## src/rtl/mem_pkg.sv

```systemverilog
`default_nettype none
// ============================================================================
// Module   : mem_pkg
// Purpose  : Shared types and constants for the main-memory arbiter.
//            - arb_state_e : arbiter FSM states (IDLE, I_BUSY, D_BUSY)
//            - req_id_e    : requester identity (REQ_I = 0, REQ_D = 1)
//            - ADDR_W_DEF / LINE_W_DEF : default address / line widths
//            - arb_pick()  : grant decision for a cycle with eligible requests
// Revision : 1.0 - initial release
// ============================================================================
package mem_pkg;

  localparam int ADDR_W_DEF = 32;
  localparam int LINE_W_DEF = 128;

  typedef enum logic [1:0] {
    IDLE   = 2'd0,
    I_BUSY = 2'd1,
    D_BUSY = 2'd2
  } arb_state_e;

  typedef enum logic {
    REQ_I = 1'b0,
    REQ_D = 1'b1
  } req_id_e;

  // Fixed priority gives D the tie. With round-robin enabled the tie goes to
  // whichever requester was not granted last. The result is only meaningful
  // when at least one of elig_i / elig_d is set.
  function automatic req_id_e arb_pick(input logic    elig_i,
                                       input logic    elig_d,
                                       input logic    rr_en,
                                       input req_id_e last_grant);
    req_id_e win;
    win = REQ_I;
    if (elig_i && elig_d) begin
      if (rr_en && (last_grant == REQ_D)) win = REQ_I;
      else                                win = REQ_D;
    end else if (elig_d) begin
      win = REQ_D;
    end
    return win;
  endfunction

endpackage
`default_nettype wire

```

## src/rtl/mem_arbiter.sv

```systemverilog
`default_nettype none
// ============================================================================
// Module   : mem_arbiter
// Purpose  : Shares the single main-memory port between I-cache refills and
//            D-cache refills / write-backs. Latches the winning request,
//            holds the memory handshake until mem_ready, then returns the
//            line with a one-cycle done pulse. Also produces the cache stall
//            signals for the hazard unit.
// Ports    : clk, rst (async, active high)
//            I side : i_req, i_addr -> i_done, i_rdata
//            D side : d_req, d_we, d_addr, d_wdata -> d_done, d_rdata
//            Stalls : iCacheStall, dCacheStall (combinational)
//            Memory : mem_req, mem_we, mem_addr, mem_wdata <- mem_ready,
//                     mem_rdata
// Options  : MEM_ARB_RR_EN - round-robin tie-break with a last_grant
//            register; undefined gives fixed D-over-I priority.
// Revision : 1.0 - initial release
// ============================================================================
module mem_arbiter
  import mem_pkg::*;
#(
  parameter int ADDR_W = ADDR_W_DEF,
  parameter int LINE_W = LINE_W_DEF
) (
  input  logic              clk,
  input  logic              rst,
  input  logic              i_req,
  input  logic [ADDR_W-1:0] i_addr,
  output logic              i_done,
  output logic [LINE_W-1:0] i_rdata,
  input  logic              d_req,
  input  logic              d_we,
  input  logic [ADDR_W-1:0] d_addr,
  input  logic [LINE_W-1:0] d_wdata,
  output logic              d_done,
  output logic [LINE_W-1:0] d_rdata,
  output logic              iCacheStall,
  output logic              dCacheStall,
  output logic              mem_req,
  output logic              mem_we,
  output logic [ADDR_W-1:0] mem_addr,
  output logic [LINE_W-1:0] mem_wdata,
  input  logic              mem_ready,
  input  logic [LINE_W-1:0] mem_rdata
);

  arb_state_e        state_q,     state_d;
  logic              mem_req_q,   mem_req_d;
  logic              mem_we_q,    mem_we_d;
  logic [ADDR_W-1:0] mem_addr_q,  mem_addr_d;
  logic [LINE_W-1:0] mem_wdata_q, mem_wdata_d;
  logic              i_done_q,    i_done_d;
  logic              d_done_q,    d_done_d;
  logic [LINE_W-1:0] i_rdata_q,   i_rdata_d;
  logic [LINE_W-1:0] d_rdata_q,   d_rdata_d;

  // A requester whose done is high this cycle is still holding req for the
  // request just served, so it must not be granted again.
  logic    elig_i;
  logic    elig_d;
  req_id_e winner;

  assign elig_i = i_req & ~i_done_q;
  assign elig_d = d_req & ~d_done_q;

`ifdef MEM_ARB_RR_EN
  req_id_e last_grant_q, last_grant_d;
  assign winner = arb_pick(elig_i, elig_d, 1'b1, last_grant_q);
`else
  assign winner = arb_pick(elig_i, elig_d, 1'b0, REQ_I);
`endif

  always_comb begin
    state_d     = state_q;
    mem_req_d   = mem_req_q;
    mem_we_d    = mem_we_q;
    mem_addr_d  = mem_addr_q;
    mem_wdata_d = mem_wdata_q;
    i_done_d    = 1'b0;
    d_done_d    = 1'b0;
    i_rdata_d   = i_rdata_q;
    d_rdata_d   = d_rdata_q;
`ifdef MEM_ARB_RR_EN
    last_grant_d = last_grant_q;
`endif

    case (state_q)
      IDLE: begin
        if (elig_i || elig_d) begin
          mem_req_d = 1'b1;
`ifdef MEM_ARB_RR_EN
          last_grant_d = winner;
`endif
          if (winner == REQ_D) begin
            state_d     = D_BUSY;
            mem_we_d    = d_we;
            mem_addr_d  = d_addr;
            mem_wdata_d = d_wdata;
          end else begin
            state_d    = I_BUSY;
            mem_we_d   = 1'b0;
            mem_addr_d = i_addr;
          end
        end
      end

      I_BUSY: begin
        if (mem_ready) begin
          state_d   = IDLE;
          mem_req_d = 1'b0;
          i_done_d  = 1'b1;
          i_rdata_d = mem_rdata;
        end
      end

      D_BUSY: begin
        if (mem_ready) begin
          state_d   = IDLE;
          mem_req_d = 1'b0;
          d_done_d  = 1'b1;
          // A write-back returns no data; keep the last refilled line.
          if (!mem_we_q) d_rdata_d = mem_rdata;
        end
      end

      default: begin
        state_d   = IDLE;
        mem_req_d = 1'b0;
      end
    endcase
  end

  always_ff @(posedge clk or posedge rst) begin
    if (rst) begin
      state_q     <= IDLE;
      mem_req_q   <= 1'b0;
      mem_we_q    <= 1'b0;
      mem_addr_q  <= '0;
      mem_wdata_q <= '0;
      i_done_q    <= 1'b0;
      d_done_q    <= 1'b0;
      i_rdata_q   <= '0;
      d_rdata_q   <= '0;
    end else begin
      state_q     <= state_d;
      mem_req_q   <= mem_req_d;
      mem_we_q    <= mem_we_d;
      mem_addr_q  <= mem_addr_d;
      mem_wdata_q <= mem_wdata_d;
      i_done_q    <= i_done_d;
      d_done_q    <= d_done_d;
      i_rdata_q   <= i_rdata_d;
      d_rdata_q   <= d_rdata_d;
    end
  end

`ifdef MEM_ARB_RR_EN
  // Starts at I so that D takes the first tie after reset.
  always_ff @(posedge clk or posedge rst) begin
    if (rst) last_grant_q <= REQ_I;
    else     last_grant_q <= last_grant_d;
  end
`endif

  assign mem_req     = mem_req_q;
  assign mem_we      = mem_we_q;
  assign mem_addr    = mem_addr_q;
  assign mem_wdata   = mem_wdata_q;
  assign i_done      = i_done_q;
  assign d_done      = d_done_q;
  assign i_rdata     = i_rdata_q;
  assign d_rdata     = d_rdata_q;

  // Combinational so the pipeline is released in the done cycle itself.
  assign iCacheStall = i_req & ~i_done_q;
  assign dCacheStall = d_req & ~d_done_q;

endmodule
`default_nettype wire
```

## config.mk

```make
export PLATFORM = sky130hd
export DESIGN_NAME = mem_arbiter
export DESIGN_NICKNAME = d
export VERILOG_FILES = /design/src/rtl/mem_pkg.sv /design/src/rtl/mem_arbiter.sv
export SDC_FILE = /design/constraint.sdc
export NUM_CORES = 1
export LEC_CHECK = 0
export BUFFER_PORTS_ARGS = -buffer_cell sky130_fd_sc_hd__buf_2
export CORE_AREA = 2 2 289 291
export DETAILED_ROUTE_END_ITERATION = 8
export DIE_AREA = 0 0 291 293
export HOLD_SLACK_MARGIN = 0.05
export PLACE_DENSITY_LB_ADDON = 0.25
export SLEW_MARGIN = 5
export SYNTH_ARGS = -nofsm -noshare
export SYNTH_HDL_FRONTEND = slang
export SYNTH_SLANG_ARGS = --single-unit
```

## constraint.sdc

```tcl
create_clock -name clk -period 14.7 [get_ports clk]
set_input_delay 1.47 -clock clk [delete_from_list [all_inputs] [get_ports clk]]
set_output_delay 1.47 -clock clk [all_outputs]
set_load 0.01 [all_outputs]
```

# Word-level counts from Yosys, hierarchy flattened
# Index checks and enable logic that the tools add are counted.
word_totals:
  out_inout_bits: 422
  wordCells: 41
  regBits: 422
  inputBits: 326
classes:
  n_reduce_logical: 9
  n_eq_ne: 4
  bitwise_logic: 5
  mux: 14
op_table:
  columns: ["cell", "count"]
  rows:
  - ["32-bit two-way mux", 1]
  - ["1-bit two-way mux", 8]
  - ["2-bit two-way mux", 3]
  - ["2-bit AND reduction", 3]
  - ["3-bit AND reduction", 2]
  - ["2-bit one-hot mux with 2 select lines", 1]
  - ["1-bit inverter", 3]
  - ["1-bit bitwise AND", 2]
  - ["2-bit by 1-bit == test with 1-bit output, second input constant", 1]
  - ["2-bit == test, second input constant", 1]
  - ["2-bit zero test", 1]
  - ["2-bit by 1-bit != test with 1-bit output, second input constant", 1]
  - ["2-bit != test, second input constant", 1]
  - ["1-bit one-hot mux with 2 select lines", 1]
  - ["2-bit OR reduction", 1]
  - ["1-bit logical AND", 1]
  - ["1-bit logical OR", 1]

# Depth between registers and ports, before layout
logic_depth:
  ltp_word: 7
  ltp_mapped: 7
  ltp_nobuf: 5

# Worst setup path after synthesis
# Ideal clock, no wire load.
synth_timing:
  path_type: "in2out"
  start: "input port i_req"
  end: "output port iCacheStall"
  t_arrival_ns: 1.764
  setup_slack_ns: 11.466
  required_time_ns: 13.230
  stages: 1
  n_path_buf: 0
  cell_sequence: "nor2b_1"
synth_between:
  elab_chain_len: 1
synth_lines:
  columns: ["item", "line_no", "text"]
  rows:
  - ["start, declared", "mem_arbiter.sv:27", "input logic i_req,"]
  - ["1-bit bitwise AND", "mem_arbiter.sv:175", "assign iCacheStall = i_req & ~i_done_q;"]
  - ["end, declared", "mem_arbiter.sv:37", "output logic iCacheStall,"]
# No other way between the ends.

# Worst setup path after layout
layout_timing:
  start: "input port d_req"
  end: "register mem_wdata_q[117], in the netlist mem_wdata[117]"
layout_between:
  elab_chain_len: 4
  elab_cells_between_ends: 6
  cone_classes: "mux (2); bitwise (1); reduce/logical (3)"
layout_lines:
  columns: ["item", "line_no", "text"]
  rows:
  - ["start, declared", "mem_arbiter.sv:31", "input logic d_req,"]
  - ["1-bit bitwise AND *", "mem_arbiter.sv:64", "assign elig_d = d_req & ~d_done_q;"]
  - ["1-bit two-way mux or 1-bit logical AND (tied branches)", "mem_pkg.sv:39, mem_pkg.sv:36", null]
  - ["1-bit two-way mux", "mem_pkg.sv:36", "if (elig_i && elig_d) begin"]
  - ["3-bit AND reduction (no source line) *", null, null]
  - ["end signal, assigned", "mem_arbiter.sv:149", "mem_wdata_q <= mem_wdata_d;"]
  - ["end, declared", "mem_arbiter.sv:51", "logic [LINE_W-1:0] mem_wdata_q, mem_wdata_d;"]
# Every way passes the cells marked *; elsewhere a longest branch is shown, timed or not.
# A chain may end at the register's enable or synchronous reset.

==> run summary <==
outcome = completed
min-delay worst type = register to register
Post-Route WL = 51430 um
Final HPWL DP = 37760 um
1st-iter DRT viols = 239
DR WL/cell = 18.28 um
setup TNS = 0 ns
Initial Utilization = 20.41%
RSZ-0062 raised after global routing = no
library cells used by synthesis = 23
syn_nets = 1277
initial antenna violation count = 6
Finish-stage setup viols = 0
clock network power share = 23.4%
die area = 85260 um^2
CTS max path bufs = 3
Synthesis Warnings = 0
H-tree depth = 2
mean area per synthesized cell = 17.64 um^2
largest net degree at the start of global routing = 165
Rel. slew slack = 23.06%
Pint = 3.688 mW
Pleak = 11.50 nW
commonest cells in the netlist = dfrtp_1 (422), mux2_2 (311), mux2_4 (138)
Cell Rows = 105
routed vias/inst = 3.830
Synth top area share = 63.23%
Worst Path Max Fanout = 71
Comb pwr share = 39.3%
CTS resizes = 0
core area = 81850 um^2
Worst Path Arrival = 4.21 ns
number of synthesized flops with an enable pin = 0
Worst Tran Pin Value = 1.154 ns
dpl ws = 10.20 ns
top post-synthesis cells by area = dfrtp_1 (63%), mux2_2 (21%), mux2_4 (12%)
CTS tree = done
routability cong. = 0.8106
final global-route overflow total = 0
pwr/cell area = 237.5 nW/um^2
Global Route Usage Sum = 11.68%
leading area contributor after synthesis = dfrtp_1
Synth Register Bits = 422
post-CTS setup buffers = 0
Die H = 293 um
CP Data Required Time = 15.16 ns
Async S/R FF share, synth = 100.0%
num ports = 748
Post-Syn Instances = 947
later-pin clock latency in the skew report = 0.58 ns
type of element capturing the critical path = register
CTS Hold Bufs = 0
Clock Root Buffer = clkbuf_16
crit path kind = input pin to register
vias in the first global route = 11929
Final WS setup = 10.94 ns
Total Power = 5.519 mW
total number of vias = 10775
Die X-Extent = 291 um
Sw Share = 33.17%
Slew Viols, Final = 0
sequential fraction of the synthesis area = 63.23%
Final Hold Vio Count = 0
Primary FF master, synth = dfrtp_1
Tmin final = 3.755 ns
Startpoint Class = input pin
final non-filler cell total = 2813
switching power = 1.831 mW
fmax = 266.3 MHz
CTS sink cnt = 422
Clock transition at path regs = 0.06 ns
Layout Nets = 2034
area grow syn2layout = 39.11%
CTS buffer count = 49
crit share post-route = 25.55%
placed cells = 2723
Final Skew = 0.02014 ns
synthesized area = 16700 um^2
share of post-route cells with drive strength above 1 = 74.43%
DRC Markers = 0
most common cell in the netlist = dfrtp_1
DR pass1 iterations = 4
Final ANT Viol Nets = 0
final instance area = 23230 um^2
Post-DP Area = 21510 um^2
Peak supply drop = 105.2 uV
part of the power in registers = 37.3%
Port Buffers = 747
first-pass GRT wire length = 77160 um
Max-Cap Viols = 0
-- cells by family (layout without fill, tap and decap cells) --
logic type | Yosys count | after routing | share of synthesized area (%)
and+or+nand+nor | 10 | 10 | 0.3671
buffers and inverters | 56 | 849 | 2.510
AOI/OAI and AO/OA | 6 | 6 | 0.2248
muxes | 449 | 449 | 33.37
other | 0 | 3 | 0
DFF | 422 | 422 | 63.23
adders and majority gates | 4 | 4 | 0.2997
-- critical path, stage by stage --
cell and delay (ns):
buf_2 0.11, nand2b_4 0.38, inv_4 0.12, nand2_8 0.52, buf_4 0.93, mux2_2 0.42
-- power groups by stage --
stage | combinational (mW) | sequential (mW) | clock, mW
2_1_floorplan | 0.991 | 2.34 | 0
3_3_place_gp | 2.19 | 2.06 | 0
3_5_place_dp | 2.21 | 2.08 | 0
4_1_cts | 2.22 | 2.06 | 1.34
5_1_grt | 2.32 | 2.14 | 1.39
6_report | 2.17 | 2.06 | 1.29
-- per-layer routing --
metal	part of all wire, %	global-route usage [%]	vias up
met5	0.025	0	-
met4	2.7	3.817	2
met3	7.5	3.835	75
met2	52	20.87	418
met1	38	13.08	5400
li1	-	-	4880
-- worst paths after layout --
check                                  to  slack [ns]  cells after the start            from
setup / recovery           mem_wdata[117]       10.94                      6           d_req
hold / removal             mem_wdata[120]        0.50                      1  mem_wdata[120]
setup reg to reg             i_rdata[117]       11.36                      7      state_q[1]
hold reg to reg            mem_wdata[120]        0.50                      1  mem_wdata[120]
max in group asynchronous     d_rdata[55]       12.12                      3             rst
min in group asynchronous  mem_wdata[110]        1.09                      2             rst
-- area by class of cell --
type | instances | area (um^2)
flip-flops and latches | 422 | 10560
multi-input cells | 469 | 5748
diodes | 3 | 7.507
inverters | 7 | 37.54
fillers | 8437 | 58610
well taps | 1070 | 1339
clock inverters | 21 | 276.5
clock buffers | 66 | 1443
repair buffers | 755 | 3824
-- per-stage QoR --
stage | utilization (%) | hold slack, ns
finish | 28.39 | 0.4963
global route | 28.39 | 0.5059
CTS | 28.38 | 0.5013
detailed placement | 26.28 | 0.4856
global placement | 26.28 | 0.4833
floorplan | - | 0.5054
-- flip-flops by register name (all words and copies together) (netlist names) --
| signal | flops |
|---|---|
| mem_we | 1 |
| d_rdata | 128 |
| mem_wdata | 128 |
| i_rdata | 128 |
| mem_addr | 32 |
| i_done | 1 |
| mem_req | 1 |
| d_done | 1 |
| state_q | 2 |
-- cells in the final DEF (no fill, tap or decap), types with 2 or more instances in the layout --
cell          n
mux2_4      138
buf_4         6
clkbuf_1      4
clkbuf_16    51
clkinv_4      2
clkbuf_8     11
ha_1          4
diode_2       3
clkinvlp_4    4
mux2_2      311
inv_1         4
clkinv_2      9
nor2b_1       2
buf_12        2
dfrtp_1     422
bufinv_16     6
a21oi_1       2
buf_2       747
Power figures use the tool's default switching activity.
